[src/rtl/mem_arb_pkg.sv]
// Shared constants for the memory-port arbiter: FSM encoding, default bus widths
// and a helper for index widths.
package mem_arb_pkg;

  localparam logic [1:0] ST_IDLE = 2'd0;
  localparam logic [1:0] ST_WAIT = 2'd1;
  localparam logic [1:0] ST_DONE = 2'd2;

  localparam int DEFAULT_AW = 8;
  localparam int DEFAULT_DW = 8;

  // Width of an index into n requesters; at least one bit even when n == 1.
  function automatic int idx_width(input int n);
    return (n > 1) ? $clog2(n) : 1;
  endfunction

endpackage

[src/rtl/mem_port_arbiter_rr_pick.sv]
// Combinational round-robin picker: first valid requester after last, with wrap.
// Returns the winner both one-hot and as an index.
module rr_pick
  import mem_arb_pkg::*;
#(
  parameter int NREQ = 2,
  parameter int IW   = idx_width(NREQ)
) (
  input  logic [NREQ-1:0] valid,
  input  logic [IW-1:0]   last,
  output logic [NREQ-1:0] grant,
  output logic [IW-1:0]   idx,
  output logic            any
);

  // cand[k] is the requester examined at priority position k.
  logic [IW-1:0] cand [NREQ];

  generate
    for (genvar gi = 0; gi < NREQ; gi++) begin : g_cand
      assign cand[gi] = IW'((int'(last) + gi + 1) % NREQ);
    end
  endgenerate

  always_comb begin
    grant = '0;
    idx   = '0;
    any   = 1'b0;
    for (int k = 0; k < NREQ; k++) begin
      if (!any && valid[cand[k]]) begin
        any            = 1'b1;
        grant[cand[k]] = 1'b1;
        idx            = cand[k];
      end
    end
  end

endmodule

[src/rtl/mem_port_arbiter.sv]
// Shares the single memory port between NREQ requesters, one transaction at a
// time, with a watchdog that aborts transactions memory never acknowledges.
module mem_port_arbiter
  import mem_arb_pkg::*;
#(
  parameter int NREQ    = 2,
  parameter int AW      = DEFAULT_AW,
  parameter int DW      = DEFAULT_DW,
  parameter int TIMEOUT = 15
) (
  input  logic             clk,
  input  logic             rst_n,
  input  logic [NREQ-1:0]  req_valid,
  input  logic [NREQ-1:0]  req_we,
  input  logic [NREQ*AW-1:0] req_addr,
  input  logic [NREQ*DW-1:0] req_wdata,
  output logic [NREQ-1:0]  req_ready,
  output logic [NREQ-1:0]  rsp_valid,
  output logic [DW-1:0]    rsp_rdata,
  output logic             rsp_err,
  output logic             mem_req,
  output logic             mem_we,
  output logic [AW-1:0]    mem_addr,
  output logic [DW-1:0]    mem_wdata,
  input  logic             mem_ack,
  input  logic [DW-1:0]    mem_rdata,
  output logic             busy,
  output logic             timeout_seen
);

  localparam int IW = idx_width(NREQ);
  localparam int WW = (TIMEOUT > 0) ? $clog2(TIMEOUT + 1) : 1;
  localparam logic [WW-1:0] WD_LAST   = WW'((TIMEOUT > 0) ? TIMEOUT - 1 : 0);
  localparam logic [IW-1:0] LAST_INIT = IW'(NREQ - 1);

  logic [1:0]    state_reg;
  logic [IW-1:0] grant_reg;
  logic [IW-1:0] last_grant_reg;
  logic [WW-1:0] wdog_reg;
  logic          mem_req_reg;
  logic          mem_we_reg;
  logic [AW-1:0] mem_addr_reg;
  logic [DW-1:0] mem_wdata_reg;
  logic [DW-1:0] rsp_rdata_reg;
  logic          rsp_err_reg;
  logic          timeout_seen_reg;

  logic [NREQ-1:0] pick_onehot;
  logic [IW-1:0]   pick_idx;
  logic            pick_any;
  logic            abort;

  rr_pick #(
    .NREQ (NREQ),
    .IW   (IW)
  ) u_pick (
    .valid (req_valid),
    .last  (last_grant_reg),
    .grant (pick_onehot),
    .idx   (pick_idx),
    .any   (pick_any)
  );

  // Abort lands on the TIMEOUT-th WAIT cycle without an ack; ack has priority.
  assign abort = (TIMEOUT != 0) && (wdog_reg == WD_LAST);

  always_ff @(posedge clk or negedge rst_n) begin
    if (!rst_n) begin
      state_reg        <= ST_IDLE;
      grant_reg        <= '0;
      last_grant_reg   <= LAST_INIT;
      wdog_reg         <= '0;
      mem_req_reg      <= 1'b0;
      mem_we_reg       <= 1'b0;
      mem_addr_reg     <= '0;
      mem_wdata_reg    <= '0;
      rsp_rdata_reg    <= '0;
      rsp_err_reg      <= 1'b0;
      timeout_seen_reg <= 1'b0;
    end else begin
      case (state_reg)
        ST_IDLE: begin
          if (pick_any) begin
            mem_req_reg   <= 1'b1;
            mem_we_reg    <= req_we[pick_idx];
            mem_addr_reg  <= req_addr[pick_idx*AW +: AW];
            mem_wdata_reg <= req_wdata[pick_idx*DW +: DW];
            grant_reg     <= pick_idx;
            wdog_reg      <= '0;
            state_reg     <= ST_WAIT;
          end
        end
        ST_WAIT: begin
          if (mem_ack) begin
            mem_req_reg   <= 1'b0;
            rsp_rdata_reg <= mem_rdata;
            rsp_err_reg   <= 1'b0;
            state_reg     <= ST_DONE;
          end else if (abort) begin
            mem_req_reg      <= 1'b0;
            rsp_rdata_reg    <= {DW{1'b1}};
            rsp_err_reg      <= 1'b1;
            timeout_seen_reg <= 1'b1;
            state_reg        <= ST_DONE;
          end else begin
            wdog_reg <= wdog_reg + 1'b1;
          end
        end
        ST_DONE: begin
          last_grant_reg <= grant_reg;
          state_reg      <= ST_IDLE;
        end
        default: state_reg <= ST_IDLE;
      endcase
    end
  end

  // Held at zero during reset so no requester sees an accept while the port is down.
  assign req_ready = (rst_n && state_reg == ST_IDLE) ? pick_onehot : '0;

  generate
    for (genvar gi = 0; gi < NREQ; gi++) begin : g_rsp
      assign rsp_valid[gi] = (state_reg == ST_DONE) && (grant_reg == IW'(gi));
    end
  endgenerate

  assign rsp_rdata    = rsp_rdata_reg;
  assign rsp_err      = rsp_err_reg;
  assign mem_req      = mem_req_reg;
  assign mem_we       = mem_we_reg;
  assign mem_addr     = mem_addr_reg;
  assign mem_wdata    = mem_wdata_reg;
  assign busy         = (state_reg != ST_IDLE);
  assign timeout_seen = timeout_seen_reg;

endmodule

[config.mk]
export PLATFORM = sky130hd
export DESIGN_NAME = mem_port_arbiter
export DESIGN_NICKNAME = d
export VERILOG_FILES = /design/src/rtl/mem_arb_pkg.sv /design/src/rtl/mem_port_arbiter_rr_pick.sv /design/src/rtl/mem_port_arbiter.sv
export SDC_FILE = /design/constraint.sdc
export NUM_CORES = 1
export LEC_CHECK = 0
export ABC_AREA = 1
export BUFFER_PORTS_ARGS = -buffer_cell sky130_fd_sc_hd__clkbuf_2
export CAP_MARGIN = 20
export CORE_MARGIN = 1.5
export CORE_UTILIZATION = 35
export DETAILED_ROUTE_END_ITERATION = 8
export PLACE_DENSITY_LB_ADDON = 0.05
export SLEW_MARGIN = 15
export SYNTH_ARGS = -nofsm -noshare
export SYNTH_HDL_FRONTEND = slang
export SYNTH_SLANG_ARGS = --single-unit
export TNS_END_PERCENT = 100
[constraint.sdc]
create_clock -name clk -period 1.5 [get_ports clk]
set_input_delay 0.15 -clock clk [delete_from_list [all_inputs] [get_ports clk]]
set_output_delay 0.15 -clock clk [all_outputs]
set_load 0.01 [all_outputs]
==> results.py, run 1 <==
metrics = {
    "run_status": {
        "outcome": "finished, final reports clean",
    },
    "logic_synthesis": {
        "ys_top_cells_by_area": "dfrtp_1 48%, nand2_1 15%, inv_1 7.0%",
        "ys_types": 21,
        "netlist_instances": 229,
        "synth-edff-count": 0,
        "syn_avg_cell_area_um2": 7.93,
        "ys_async_sr_fraction_pct": 100,
        "ys_seq_area_share_pct": 49.7,
        "synth_top_area_share_pct": 48.2,
        "syn_nets": 278,
        "ys.flop_type": "dfrtp_1",
        "ys_ff_latch": 36,
        "syn_area_mm2": 0.00182,
        "yosys.area.top_type": "dfrtp_1",
        "ys_warn_count": 0,
    },
    "sta": {
        "finalHoldViolations": 0,
        "worst_slew_pin_slew_ns": 0.998,
        "finalSetupViolCount": 0,
        "grt_setup_unrepaired": "yes",
        "max_freq_ghz": 0.723,
        "slew-limit-headroom_pct": 33.4,
        "period_minus_slack_ns": 1.38,
        "min_period_over_period_pct": 92.2,
        "finalMaxSlewViolations": 0,
        "tns_ns": 0,
        "setup_ws_ns": 0.117,
        "finalClockSkew_ns": 0.00747,
    },
    "placed_design": {
        "post_dp_cell_area_mm2": 0.00227,
        "place_ws_ns": 0.0163,
        "portBuffers": 79,
        "place_congestion": 0.752,
        "dp_hpwl_mm": 3.00,
    },
    "grt": {
        "grt_first_pass_wirelength_mm": 6.99,
        "grt_pass1_vias": 1518,
        "grt_max_degree": 36,
        "grt_use_total_pct": 16.5,
        "grt_overflow_total": 0,
        "antenna_found_initial": 0,
    },
    "die": {
        "dieArea_mm2": 0.00563,
        "die_x_um": 75.0,
        "die_y_um": 75.0,
        "core_area_mm2": 0.00504,
        "pin_count": 80,
        "initial_core_util_pct": 36.0,
        "fp-row-count": 26,
    },
    "layout": {
        "num-nets-final": 361,
        "area_growth_pct": 33.5,
        "final_common_cell": "clkbuf_2",
        "drive_gt1_share_pct": 32.3,
        "final_cell_area_mm2": 0.00242,
        "nFillCells": 558,
        "regArea_um2": 902,
        "diodes": 0,
        "multi_input_area_um2": 756,
        "final_cell_mix": "79 x clkbuf_2, 69 x nand2_1, 35 x dfrtp_1, 34 x inv_1, 25 x nand3_1",
    },
    "power_and_ir_drop": {
        "p_sw_share_pct": 39.7,
        "power_frac_clock_pct": 19.7,
        "netSwitchingPower_mw": 1.68,
        "total_leakage_power_nw": 1.42,
        "pwr-share-seq_pct": 39.6,
        "p_int_mw": 2.56,
        "total_power_mw": 4.24,
        "share_comb_of_total_power_pct": 40.7,
        "p_per_area_mw_per_mm2": 1750,
        "ir_drop_mv": 0.790,
    },
    "worst_setup_path": {
        "critPathTopFamily": "flip-flops",
        "end_kind": "output pin",
        "cpPeakStageDelay_ns": 0.42,
        "crit_chain": "nor2_4, nand3_1, a21oi_1, clkbuf_2",
        "crit_buf_inv": 1,
        "cp.required_ns": 1.35,
        "cp.arrival_ns": 1.23,
        "regToRegStartpoint": "wdog_reg[0]",
        "slowest_stage": "dfrtp_1",
        "path_max_fanout": 4,
        "critPathLaunchType": "flop",
        "crit_path_start": "state_reg[0]",
        "worst-setup-path-type": "flop to output pin",
    },
    "min_path": {
        "hold_path.class": "input pin to flop",
        "min_from": "mem_ack",
    },
    "route": {
        "drt_iter0_markers": 78,
        "drc": 0,
        "wl_per_cell_um": 11.0,
        "drt-total-wl_mm": 4.20,
        "first_pass_iters": 4,
        "vias_per_cell": 4.42,
        "drtAntennaViolNets": 0,
        "via_count": 1692,
    },
    "clocking": {
        "clk_transition_reported_paths_ns": 0.08,
        "cts_tree": "yes",
        "htreeDepth": 2,
        "clock_tree.root_cell": "clkbuf_8",
        "numCtsBuffers": 5,
        "clock_tree.buffer_depth": 2,
        "cts.sinks": 36,
        "clk_latency_ns": 0.28,
    },
    "run": {
        "max_cap_violations": 0,
    },
}
what timing repair did:
item                                   in CTS  in global routing
endpoints found under the hold margin       1                  0
cloned                                      0                  0
hold buffers                                1                  0
setup endpoints to repair                   1                 17
resized for setup                           1                  4
pin swaps                                   0                  1
setup buffers                               0                  1
cells by family after synthesis:
group           Yosys count  share of synthesized area [%]
compound gates           14                           4.34
buf+inv                  43                           9.85
flops                    36                           49.7
xor+xnor                  1                          0.483
simple gates            133                           34.3
fa+ha+maj                 2                           1.38
power groups by stage:
stage | clock network [mW] | registers, mW | logic (mW)
2_1_floorplan | 0 | 1.82 | 0.917
3_3_place_gp | 0 | 1.70 | 1.71
3_5_place_dp | 0 | 1.68 | 1.74
4_1_cts | 0.866 | 1.68 | 1.74
5_1_grt | 0.910 | 1.74 | 1.97
6_report | 0.838 | 1.68 | 1.73
path summary, 6_finish.rpt:
path | slack (ns) | depth (start not counted) | endpoint
setup / recovery | 0.12 | 4 | req_ready[0]
hold / removal | 0.07 | 2 | timeout_seen
setup reg to reg | 0.14 | 6 | wdog_reg[1]
hold reg to reg | 0.48 | 2 | mem_req
max in group asynchronous | 0.63 | 3 | last_grant_reg
min in group asynchronous | 0.21 | 2 | mem_addr[1]
worst reg2reg max path, stage by stage (launching register included):
cell	delay, ns
dfrtp_1	0.43
inv_1	0.08
ha_1	0.19
nand3_1	0.15
nand3_1	0.22
nand3_1	0.13
nand2_1	0.06
cell usage after synthesis, drive strengths merged (2+ instances only):
cell,instances
nor2,17
buf,8
a21oi,10
o21ai,2
nand3b,17
dfrtp,35
nand3,25
inv,35
ha,2
nand2,73
final cells by class:
cell class                      count  share of cell area, %
Sequential cell                    36                   37.2
Multi-Input combinational cell    150                   31.2
Timing Repair Buffer               84                   18.0
Inverter                           35                   5.42
Tap cell                           70                   3.61
Clock buffer                        5                   2.84
Clock inverter                      3                   1.76
metal layers:
metal	part of all wire (%)	GRT usage, %	vias up
met1	48	22.3	763
met4	1.4	6.06	0
met5	0	0	-
met2	46	25.7	48
met3	5.1	4.02	8
li1	-	-	873
through the flow:
stage	hold slack, ns	std cells	utilization (%)
floorplan	-0.146	229	-
detailed placement	-0.0373	373	45.1
finish	0.0734	383	48.1
CTS	0.0680	382	47.7
global route	0.0693	383	48.1
global placement	-0.0347	373	45.1
Note: power is estimated with default switching activity, not from simulation.
==> inputs of run 2 (changes only) <==
- ABC_AREA: 1 -> default
- RECOVER_POWER: default -> 100
==> results.py, run 2 <==
metrics = {
    "clocking": {
        "clock_tree.buffer_depth": 2,
        "clk_transition_reported_paths_ns": 0.07,
        "numCtsBuffers": 5,
        "htreeDepth": 2,
        "clk_latency_ns": 0.28,
        "clock_tree.root_cell": "clkbuf_8",
        "cts_tree": "yes",
        "cts.sinks": 36,
    },
    "grt": {
        "grt_first_pass_wirelength_mm": 6.15,
        "grt_pass1_vias": 1313,
        "grt_max_degree": 20,
        "antenna_found_initial": 0,
        "grt_overflow_total": 0,
        "grt_use_total_pct": 15.3,
    },
    "worst_setup_path": {
        "cp.arrival_ns": 1.31,
        "critPathLaunchType": "flop",
        "end_kind": "output pin",
        "crit_chain": "a21boi_4, buf_6, and3_4, buf_6",
        "cp.required_ns": 1.35,
        "worst-setup-path-type": "flop to output pin",
        "cpPeakStageDelay_ns": 0.56,
        "slowest_stage": "dfstp_2",
        "cp_common_cell": "buf_6",
        "path_max_fanout": 5,
    },
    "layout": {
        "final_util_pct": 49.9,
        "nFillCells": 460,
        "final_cell_mix": "50 x clkbuf_2, 33 x dfrtp_1, 30 x clkbuf_1, 18 x mux2_2, 16 x mux2_4",
        "fin_cells": 290,
        "area_growth_pct": 36.1,
        "diodes": 0,
        "final_common_cell": "clkbuf_2",
        "final_cell_area_mm2": 0.00239,
        "drive_gt1_share_pct": 51.6,
        "num-nets-final": 271,
    },
    "logic_synthesis": {
        "ys_types": 33,
        "ys_warn_count": 0,
        "yosysMostFrequentCell": "dfrtp_1",
        "synth_top_area_share_pct": 49.9,
        "ys_ff_latch": 36,
        "synth-edff-count": 0,
        "syn_avg_cell_area_um2": 13.8,
        "ys_seq_area_share_pct": 51.4,
        "yosys.area.top_type": "dfrtp_1",
        "netlist_instances": 127,
        "ys_async_sr_fraction_pct": 100,
        "syn_area_mm2": 0.00175,
        "ys_top_cells_by_area": "dfrtp_1 50%, mux2_4 14%, mux2_2 12%",
        "syn_nets": 176,
        "synth_common_cells": "35 x dfrtp_1, 18 x mux2_2, 16 x mux2_4",
        "ys.flop_type": "dfrtp_1",
    },
    "power_and_ir_drop": {
        "p_per_area_mw_per_mm2": 1810,
        "ir_drop_mv": 0.727,
        "total_power_mw": 4.32,
        "total_leakage_power_nw": 1.13,
    },
    "placed_design": {
        "post_dp_cell_area_mm2": 0.00226,
        "portBuffers": 79,
        "dp.cells": 278,
        "dp_hpwl_mm": 2.96,
        "place_congestion": 0.706,
    },
    "route": {
        "drt-total-wl_mm": 3.92,
        "vias_per_cell": 4.52,
        "via_count": 1311,
        "drtAntennaViolNets": 0,
        "first_pass_iters": 3,
        "wl_per_cell_um": 13.5,
        "drc": 0,
        "drt_iter0_markers": 44,
    },
    "sta": {
        "finalMaxSlewViolations": 0,
        "slew-limit-headroom_pct": 68.0,
        "max_freq_ghz": 0.683,
        "min_period_over_period_pct": 97.7,
        "period_minus_slack_ns": 1.46,
        "grt_setup_unrepaired": "yes",
        "finalSetupViolCount": 0,
        "finalHoldViolations": 0,
        "finalClockSkew_ns": 0.00526,
        "worst_slew_pin_slew_ns": 0.480,
        "holdWs_ns": 0.0949,
    },
    "die": {
        "core_area_mm2": 0.00479,
        "initial_core_util_pct": 36.7,
        "fp-row-count": 25,
        "dieArea_mm2": 0.00545,
        "die_y_um": 73.8,
        "die_x_um": 73.8,
        "pin_count": 80,
    },
    "min_path": {
        "hold_path.class": "input pin to flop",
    },
    "run_status": {
        "outcome": "finished, final reports clean",
    },
    "run": {
        "max_cap_violations": 0,
    },
}
run 2: cell types whose count changed in the layout (fill, tap and decap cells not counted), sizes merged, moves of 8 or more:
cell    delta
nand2     -69
nor2      -12
mux2      +34
o22a       +8
inv       -28
buf        +9
a21oi      -8
nand3b    -17
nand3     -24
run 2: stage by stage:
stage	setup slack, ns	setup TNS [ns]
after floorplan	-0.00313	-0.0251
after global placement	0.0279	0
after detailed placement	0.0152	0
after CTS	-0.00384	-0.00384
after global routing	-0.0145	-0.0319
final	0.0351	0
run 2: worst paths after layout:
check	startpoint	slack [ns]	cells after the start	endpoint
hold reg to reg	rsp_rdata[4]	0.49	1	rsp_rdata[4]
hold / removal	mem_rdata[1]	0.09	2	rsp_rdata[1]
max in group asynchronous	rst_n	0.54	3	state_reg[0]
min in group asynchronous	rst_n	0.58	3	mem_wdata[6]
setup reg to reg	last_grant_reg	0.04	4	mem_wdata[5]
setup / recovery	last_grant_reg	0.04	4	req_ready[1]
run 2: cell type report:
cell class,instances,area (um2),area share (%)
clock buffers,8,100,4.19
well taps,67,83.8,3.51
flip-flops and latches,36,905,37.9
repair buffers,93,479,20.1
multi-input cells,79,793,33.2
inverters,7,26.3,1.10
run 2: power by group:
part | leakage [nW] | internal [mW] | switching (mW) | total (mW)
Sequential | 0.421 | 1.42 | 0.258 | 1.68
Clock | 0.0515 | 0.419 | 0.328 | 0.748
Combinational | 0.661 | 1.01 | 0.883 | 1.89
run 2: kinds of logic after synthesis:
kind of cell / after synthesis / share of synthesized area [%]
flip-flops: 36 / 51.4
multiplexers: 35 / 25.8
AO/OA/AOI/OAI: 23 / 10.1
AND/OR/NAND/NOR: 19 / 6.78
buffers and inverters: 12 / 4.42
adder cells (fa/ha/maj): 2 / 1.43
run 2: layer usage:
metal  GRT usage (%)  part of all wire [%]  up-vias
li1                -                     -      642
met1            19.2                    45      621
met2            25.1                    49       43
met3            3.57                   5.2        5
met4            6.17                   1.1        0
met5               0                     0        -
run 2: worst max-delay path: cells and delay by family (launching register included):
family,cells,cell delay [ns]
compound gates,1,0.07
buf+inv,2,0.24
flops,1,0.56
simple gates,1,0.16
run 2: what timing repair did:
item / 4_1_cts / 5_1_grt
gates resized for setup: 5 / 9
hold endpoints to repair: 35 / 0
hold buffers: 1 / 0
buffers inserted: 1 / 1
endpoints found under the setup margin: 1 / 25
gates cloned: 1 / 0
pin swaps: 1 / 3
